$ cat src/rtl/gcd_fsmd_ctrl_pkg.sv
// gcd_fsmd_ctrl_pkg: shared state encoding and default widths for the GCD engine
package gcd_fsmd_ctrl_pkg;
    typedef enum logic [1:0] {
        ST_IDLE = 2'd0,
        ST_CALC = 2'd1,
        ST_DONE = 2'd2
    } state_t;
    localparam int DEF_W  = 4;
    localparam int DEF_CW = 4;
endpackage

$ cat src/rtl/gcd_datapath.sv
// gcd_datapath: operand registers, saturating step counter, status flags and shared subtractor
// clk, reset            : clock and asynchronous active-high reset
// load, sub_a, sub_b    : capture operands / replace a_reg or b_reg with the difference
// cnt_en                : count one subtraction (saturating)
// a_in, b_in            : operands captured on load
// a_reg, b_reg, cnt     : current operands and step count
// lt, eq, a_zero, b_zero: comparator and zero-test flags for the controller
module gcd_datapath #(
    parameter int W  = 4,
    parameter int CW = 4
) (
    input  logic          clk,
    input  logic          reset,
    input  logic          load,
    input  logic          sub_a,
    input  logic          sub_b,
    input  logic          cnt_en,
    input  logic [W-1:0]  a_in,
    input  logic [W-1:0]  b_in,
    output logic [W-1:0]  a_reg,
    output logic [W-1:0]  b_reg,
    output logic [CW-1:0] cnt,
    output logic          lt,
    output logic          eq,
    output logic          a_zero,
    output logic          b_zero
);
    logic [W-1:0] diff;
    assign lt     = a_reg < b_reg;
    assign eq     = a_reg == b_reg;
    assign a_zero = a_reg == '0;
    assign b_zero = b_reg == '0;
    // One subtractor; the larger operand is always the minuend, so no underflow.
    assign diff   = sub_b ? b_reg - a_reg : a_reg - b_reg;
    always_ff @(posedge clk or posedge reset) begin
        if (reset) begin
            a_reg <= '0;
            b_reg <= '0;
            cnt   <= '0;
        end else begin
            a_reg <= load ? a_in : sub_a ? diff : a_reg;
            b_reg <= load ? b_in : sub_b ? diff : b_reg;
            cnt   <= load ? '0 : (cnt_en && cnt != '1) ? cnt + 1'b1 : cnt;
        end
    end
endmodule

$ cat src/rtl/gcd_fsmd_ctrl.sv
// gcd_fsmd_ctrl: subtractive GCD engine with start/done handshake and step count
// clk, reset        : clock and asynchronous active-high reset
// start, a_in, b_in : request and operands, accepted only while ready
// ready, busy, done : IDLE, CALC and one-cycle DONE indications
// result, steps     : GCD and subtraction count, held until the next accepted start
module gcd_fsmd_ctrl
    import gcd_fsmd_ctrl_pkg::*;
#(
    parameter int W  = DEF_W,
    parameter int CW = DEF_CW
) (
    input  logic          clk,
    input  logic          reset,
    input  logic          start,
    input  logic [W-1:0]  a_in,
    input  logic [W-1:0]  b_in,
    output logic          ready,
    output logic          busy,
    output logic          done,
    output logic [W-1:0]  result,
    output logic [CW-1:0] steps
);
    state_t        state, state_nx;
    logic          load, sub_a, sub_b, cnt_en, fin;
    logic          lt, eq, a_zero, b_zero;
    logic [W-1:0]  a_reg, b_reg;
    logic [CW-1:0] cnt;

    gcd_datapath #(.W(W), .CW(CW)) u_dp (
        .clk(clk), .reset(reset), .load(load), .sub_a(sub_a), .sub_b(sub_b),
        .cnt_en(cnt_en), .a_in(a_in), .b_in(b_in), .a_reg(a_reg), .b_reg(b_reg),
        .cnt(cnt), .lt(lt), .eq(eq), .a_zero(a_zero), .b_zero(b_zero)
    );

    assign ready = state == ST_IDLE;
    assign busy  = state == ST_CALC;
    assign done  = state == ST_DONE;

    always_comb begin
        load     = 1'b0;
        sub_a    = 1'b0;
        sub_b    = 1'b0;
        cnt_en   = 1'b0;
        fin      = 1'b0;
        state_nx = ST_IDLE;
        if (state == ST_IDLE) begin
            load     = start;
            state_nx = start ? ST_CALC : ST_IDLE;
        end else if (state == ST_CALC) begin
            fin      = a_zero || b_zero || eq;
            sub_b    = !fin && lt;
            sub_a    = !fin && !lt;
            cnt_en   = !fin;
            state_nx = fin ? ST_DONE : ST_CALC;
        end
    end

    always_ff @(posedge clk or posedge reset) begin
        if (reset) begin
            state  <= ST_IDLE;
            result <= '0;
            steps  <= '0;
        end else begin
            state  <= state_nx;
            // a==0 yields b; otherwise a is right for b==0 and for a==b.
            result <= fin ? (a_zero ? b_reg : a_reg) : result;
            steps  <= fin ? cnt : steps;
        end
    end
endmodule
$ cat config.mk
export PLATFORM = sky130hd
export DESIGN_NAME = gcd_fsmd_ctrl
export DESIGN_NICKNAME = d
export VERILOG_FILES = /design/src/rtl/gcd_fsmd_ctrl_pkg.sv /design/src/rtl/gcd_datapath.sv /design/src/rtl/gcd_fsmd_ctrl.sv
export SDC_FILE = /design/constraint.sdc
export NUM_CORES = 1
export LEC_CHECK = 0
export CAP_MARGIN = 20
export CORE_MARGIN = 1
export CORE_UTILIZATION = 52
export CTS_CLUSTER_SIZE = 28
export DETAILED_ROUTE_END_ITERATION = 10
export GPL_ROUTABILITY_DRIVEN = 0
export PLACE_DENSITY = 0.85
export SYNTH_ARGS = -nofsm -noshare
export SYNTH_HDL_FRONTEND = slang
export SYNTH_SLANG_ARGS = --single-unit
$ cat constraint.sdc
create_clock -name clk -period 2.5 [get_ports clk]
set_input_delay 0.625 -clock clk [delete_from_list [all_inputs] [get_ports clk]]
set_output_delay 0.625 -clock clk [all_outputs]
set_load 0.1 [all_outputs]
==> results of run 1 <==
logic make-up (layout without fill, tap and decap cells):
group / after synthesis / count (layout)
AND/OR/NAND/NOR: 44 / 44
AO/OA/AOI/OAI: 35 / 35
flip-flops: 22 / 22
buffers and inverters: 18 / 41
adder cells (fa/ha/maj): 10 / 10
multiplexers: 4 / 4
XOR/XNOR: 3 / 3
layer usage:
metal  vias to the layer above  global-route usage [%]
met5                         -                       0
met4                         0                    10.5
met3                         5                    4.06
met2                        42                    41.5
met1                       535                    34.6
li1                        531                       -
cells in the mapped netlist:
cell type / n
a21o_1: 1
a21oi_1: 15
a311oi_4: 1
a31oi_1: 2
and2_1: 2
and3_1: 3
and3b_1: 1
and4_1: 1
buf_1: 1
buf_2: 1
buf_6: 2
clkbuf_1: 2
dfrtp_1: 22
fa_1: 2
ha_1: 8
inv_1: 12
mux2_2: 3
mux2_4: 1
nand2_1: 12
nand3_1: 3
nand4_1: 2
nand4b_1: 1
nor2_1: 8
nor2b_1: 2
nor3_1: 5
nor4_1: 2
o211ai_1: 2
o21a_1: 1
o21ai_0: 5
o221ai_1: 2
o31ai_1: 6
or4_4: 2
xnor2_1: 1
xor2_1: 2
layout make-up:
type                    instances  area [sq um]  share of cell area [%]
inverters                      12          45.0                    2.85
clock inverters                 1          30.0                    1.90
clock buffers                   3          22.5                    1.43
repair buffers                 25           213                    13.5
multi-input cells              96           684                    43.3
well taps                      28          35.0                    2.22
flip-flops and latches         22           551                    34.8
worst register-to-register path: stages, from the launching register on:
cell and delay (ns):
dfrtp_1 0.48, inv_1 0.08, ha_1 0.44, nand4_1 0.23
a311oi_4 0.46, mux2_2 0.38
how the worst min path moves through the flow:
stage	end	slack, ns	cells past startpoint
3_3_place_gp	steps[1]	0.50	1
4_1_cts	steps[1]	0.53	1
6_report	steps[1]	0.53	1
2_1_floorplan	steps[3]	0.50	1
3_5_place_dp	steps[1]	0.50	1
5_1_grt	steps[1]	0.54	1
metrics by stage:
step                instances  instance area, sq um  util [%]
CTS                       187                  1580      68.8
finish                    187                  1580      68.8
detailed placement        183                  1530      66.5
global placement          183                  1530      66.5
floorplan                 136                  1320         -
global route              187                  1580      68.8
==> key figures, run 1 <==
Clocking
  • Post_cts resized: 0
  • Clk root buf: clkbuf_4
  • CTS Buffer Depth: 2
  • H-tree Lvls: 1
  • Clk Latency, worst-skew pair: 0.32 ns
  • CTS Buf Count: 3
  • Post CTS Setup Buffer Count: 0
  • # clock sinks: 22
  • CTS tree: done
  • Hold bufs inserted after CTS: 0
  • Clk slew on worst S/H paths: 0.13 ns

Global route
  • GR Util All Layers: 25.8%
  • Number of global-route vias before repair: 1108
  • Global route total overflow: 0
  • Largest net degree at the start of global routing: 23
  • First-pass GRT wire length: 5.09 mm
  • Initial antenna violation count: 0

Yosys
  • Syn avg cell area: 9.66 sq um
  • Post-synthesis xor/xnor area fraction: 2.00%
  • Post-synthesis register bit count: 22
  • Post-synthesis instance total: 136
  • Compound-cell area share of the yosys netlist: 17.6%
  • Mux cell area share after synthesis: 3.71%
  • Leading area contributor after synthesis: dfrtp_1
  • Post-synthesis adder-cell area fraction: 10.7%
  • Top post-synthesis cells by area: dfrtp_1, ha_1, a21oi_1
  • Synth unique cells: 34
  • Sequential fraction of the synthesis area: 41.9%
  • Largest family of logic cells by synthesized area: simple AND/OR/NAND/NOR gates
  • Top-area cell type share of the netlist area: 41.9%
  • Syn_nets: 157
  • Post-Syn Area: 0.00131 sq mm
  • Synth warnings: 0
  • Simple-gate share of the synthesized area: 17.7%

Drt
  • DR WL/cell: 15.8 um
  • Post-DRT Antenna Nets: 0
  • M1 wire length: 1.30 mm
  • Drt pass-1 iters: 4
  • Drt drc: 0
  • Detailed-route wire length: 2.95 mm
  • Routed wl met2: 1.44 mm
  • Vias per std cell: 5.95
  • Drt initial violations: 37
  • Top routing layer in use: met4
  • Vias: 1113
  • DR WL met3: 183 um

Layout
  • Nets: 181
  • Share of cells above drive strength 1: 17.6%
  • # fillers: 179
  • Number of diodes: 0
  • Synth-to-Final Area Change: 20.3%
  • Commonest non-fill, non-tap cell in the layout: dfrtp_1
  • Most frequent cells in the layout: dfrtp_1, a21oi_1, buf_4

Floorplan
  • IO Pins: 22
  • Die Area: 0.00273 sq mm
  • CORE AREA: 0.00230 sq mm
  • # rows: 17
  • Initial Util: 57.2%
  • Die X: 52.3 um
  • Die Height: 52.3 um

Critical path
  • Delay-heaviest family, CP: flip-flops
  • Reg2Reg Setup Slack: 0.33 ns
  • Critical path data arrival time: 2.39 ns
  • Ordered cell list for the critical path: inv_1, ha_1, nand4_1, a311oi_4, mux2_2
  • Worst reg2reg startpoint: u_dp.a_reg[2]
  • RR Endpoint: steps[3]
  • Crit path largest cell delay: 0.48 ns
  • Critical Path Start: u_dp.a_reg[2]
  • Path depth of the worst reg2reg path: 5
  • Crit Path Max Fanout: 8
  • Required time of the critical path: 2.72 ns
  • Worst Setup EP: steps[3]
  • CP Buf/Inv Count: 1
  • Crit start category: flop
  • Setup CP Type: reg2reg
  • Crit path max-delay cell type: dfrtp_1
  • CP Depth: 5
  • CP endpoint kind: flop

Timing
  • Hold Violations, Final: 0
  • Final Max Tran Viols: 0
  • Final worst setup slack: 0.325 ns
  • Slew HR: 60.0%
  • Worst hold margin: 0.533 ns
  • Crit path time final: 2.17 ns
  • Setup TNS: 0 ns
  • Final setup violating endpoints: 0
  • RSZ-0062 raised after global routing: false
  • Tightest Pin Transition: 0.594 ns
  • Max Freq: 460 MHz
  • Clock Skew: 0.00697 ns
  • Final critical-path share of the clock period: 87.0%

Hold path
  • Worst min path class: reg2reg
  • Hold path startpoint: steps[1]

Place
  • Port Buffer Count: 21
  • Pre-CTS WS: 0.353 ns
  • DPL Wire Length: 2.15 mm

Run
  • # Max-Cap Violations: 0

Outcome
  • Status: finished, final reports clean
Power of run 1 is left out: the tool's default activity adds up to more than one toggle a clock period on the data nets, which glitch-free logic cannot reach.
==> run 2: changes to the inputs <==
- CORE_MARGIN: 1 -> default
==> results of run 2 <==
No change in the layout: final DEF, timing and power equal those of run 1.
Power of run 2 is left out for the same reason.
==> run 3: changes to the inputs <==
- CORE_UTILIZATION: 52 -> 30
- PLACE_DENSITY: 0.85 -> 0.57
- RECOVER_POWER: default -> 50
==> run 3 against run 2 <==
  * Clock skew down 0.0041 ns
  * Setup slack better by 0.014 ns
  * Design area up 1.5%
  * Global-route usage down 11 points
  * Critical path depth unchanged
  * Clock-buffer cell count unchanged
  * Wire length up 4.3%
  * Non-clock buffer count unchanged
  * Critical path type unchanged
  * Highest routed layer unchanged
==> key figures, run 3 (synthesis results as in run 1) <==
Layout
  • Share of cells above drive strength 1: 13.8% (-3.8 points)
  • Nets: 181 (unchanged)
  • Synth-to-Final Area Change: 22.1%
  • Most frequent cells in the layout: dfrtp_1, a21oi_1, nand2_1, inv_1
  • Commonest non-fill, non-tap cell in the layout: dfrtp_1
  • Number of diodes: 0 (unchanged)

Hold path
  • Hold endpoint: steps[1]
  • Hold path startpoint: steps[1]
  • Worst min path class: reg2reg
  • Min-Delay Path Depth: 1 (unchanged)

Outcome
  • Status: finished, final reports clean

Timing
  • Hold Violations, Final: 0 (unchanged)
  • Slew HR: 19.4% (-41 points)
  • Max Freq: 463 MHz (+0.63%)
  • Crit path time final: 2.16 ns (-0.0136 ns)
  • Tightest Pin Transition: 1.21 ns (+0.615 ns)
  • Setup TNS: 0 ns (unchanged)
  • RSZ-0062 raised after global routing: false
  • Final worst setup slack: 0.339 ns (+0.0136 ns)
  • Final setup violating endpoints: 0 (unchanged)
  • Final critical-path share of the clock period: 86.4% (-0.54 points)
  • Clock Skew: 0.00286 ns (-0.00411 ns)
  • Final Max Tran Viols: 0 (unchanged)

Global route
  • First-pass GRT wire length: 5.14 mm (+1.1%)
  • Global route total overflow: 0 (unchanged)
  • Initial antenna violation count: 0 (unchanged)
  • Number of global-route vias before repair: 1079 (-2.6%)
  • Largest net degree at the start of global routing: 23 (unchanged)
  • GR Util All Layers: 15.0% (-11 points)

Critical path
  • Worst reg2reg startpoint: u_dp.a_reg[2]
  • Crit Path Max Fanout: 8 (unchanged)
  • Setup CP Type: reg2reg
  • Required time of the critical path: 2.66 ns (-0.06 ns)
  • Reg2Reg Setup Slack: 0.34 ns (about the same)
  • Path depth of the worst reg2reg path: 5 (unchanged)
  • Crit start category: flop
  • RR Endpoint: steps[2]
  • CP endpoint kind: flop
  • Critical path data arrival time: 2.32 ns (-0.07 ns)

Place
  • DPL Wire Length: 2.28 mm (+5.9%)
  • Port Buffer Count: 21 (unchanged)
  • Pre-CTS WS: 0.366 ns (+0.0125 ns)

Floorplan
  • Die X: 68.2 um (+30%)
  • IO Pins: 22 (unchanged)
  • Initial Util: 31.9% (-25 points)
  • CORE AREA: 0.00412 sq mm (+79%)
  • Die Height: 68.2 um (+30%)
  • # rows: 23 (+6)
  • Die Area: 0.00465 sq mm (+70%)

Clocking
  • Hold bufs inserted after CTS: 0 (unchanged)
  • Clk root buf: clkbuf_8
  • Post CTS Setup Buffer Count: 0 (unchanged)
  • Clk Latency, worst-skew pair: 0.27 ns (-0.05 ns)
  • CTS Buffer Depth: 2 (unchanged)
  • CTS Buf Count: 3 (unchanged)
  • CTS tree: done
  • H-tree Lvls: 1 (unchanged)
  • Post_cts resized: 0 (unchanged)
  • # clock sinks: 22 (unchanged)
  • Clk slew on worst S/H paths: 0.09 ns (-0.04 ns)

Drt
  • Vias: 1090 (-2.1%)
  • Drt initial violations: 37 (unchanged)
  • Drt pass-1 iters: 5 (+1)
  • Post-DRT Antenna Nets: 0 (unchanged)
  • DR WL/cell: 14.7 um (-6.7%)
  • Detailed-route wire length: 3.08 mm (+4.3%)
  • Vias per std cell: 5.22 (-12%)
  • Drt drc: 0 (unchanged)

Run
  • # Max-Cap Violations: 0 (unchanged)
==> run 3: cell types whose count changed in the layout (fill, tap and decap cells not counted) <==
cell	delta
clkbuf_8	+3
buf_4	-6
clkdlybuf4s50_1	-1
clkbuf_1	+6
dlygate4sd3_1	+1
clkbuf_4	-3
==> run 3: how the worst max path moves through the flow <==
stage	startpoint	to	slack, ns	depth (start not counted)
after floorplan	state[1]	done	0.07	1
after global placement	u_dp.a_reg[2]	steps[3]	0.44	5
after detailed placement	u_dp.a_reg[2]	steps[2]	0.37	5
after CTS	u_dp.a_reg[2]	steps[2]	0.35	5
after global routing	u_dp.a_reg[2]	result[1]	0.16	7
final	u_dp.a_reg[2]	steps[2]	0.34	5
==> run 3: critical path: stages (launching register included) <==
cell	delay (ns)
dfrtp_1	0.46
inv_1	0.07
ha_1	0.43
nand4_1	0.23
a311oi_4	0.48
mux2_2	0.38
==> run 3: layer usage <==
layer	GRT usage, %	wire length, um	part of all wire, %
met5	0	0	0
met3	2.33	110	3.6
met4	6.77	71	2.3
met1	20.1	1410	46
met2	23.7	1490	48
==> run 3: layout make-up <==
type	instances	area [sq um]
clock buffer	3	41.3
clock inverter	1	30.0
fill	422	2510
inverter	12	45.0
multi-input combinational	96	684
sequential	22	551
tap	50	62.6
timing repair buffer	25	190
==> run 3: metrics by stage <==
| step | std cells | hold slack [ns] | utilization [%] | instance area (sq um) |
|---|---|---|---|---|
| floorplan | 136 | 0.504 | - | 1320 |
| detailed placement | 205 | 0.500 | 37.8 | 1560 |
| CTS | 209 | 0.519 | 39.5 | 1630 |
| global route | 209 | 0.532 | 39.0 | 1600 |
| finish | 209 | 0.515 | 39.0 | 1600 |
| global placement | 205 | 0.498 | 37.8 | 1560 |
Power of run 3 is left out for the same reason.
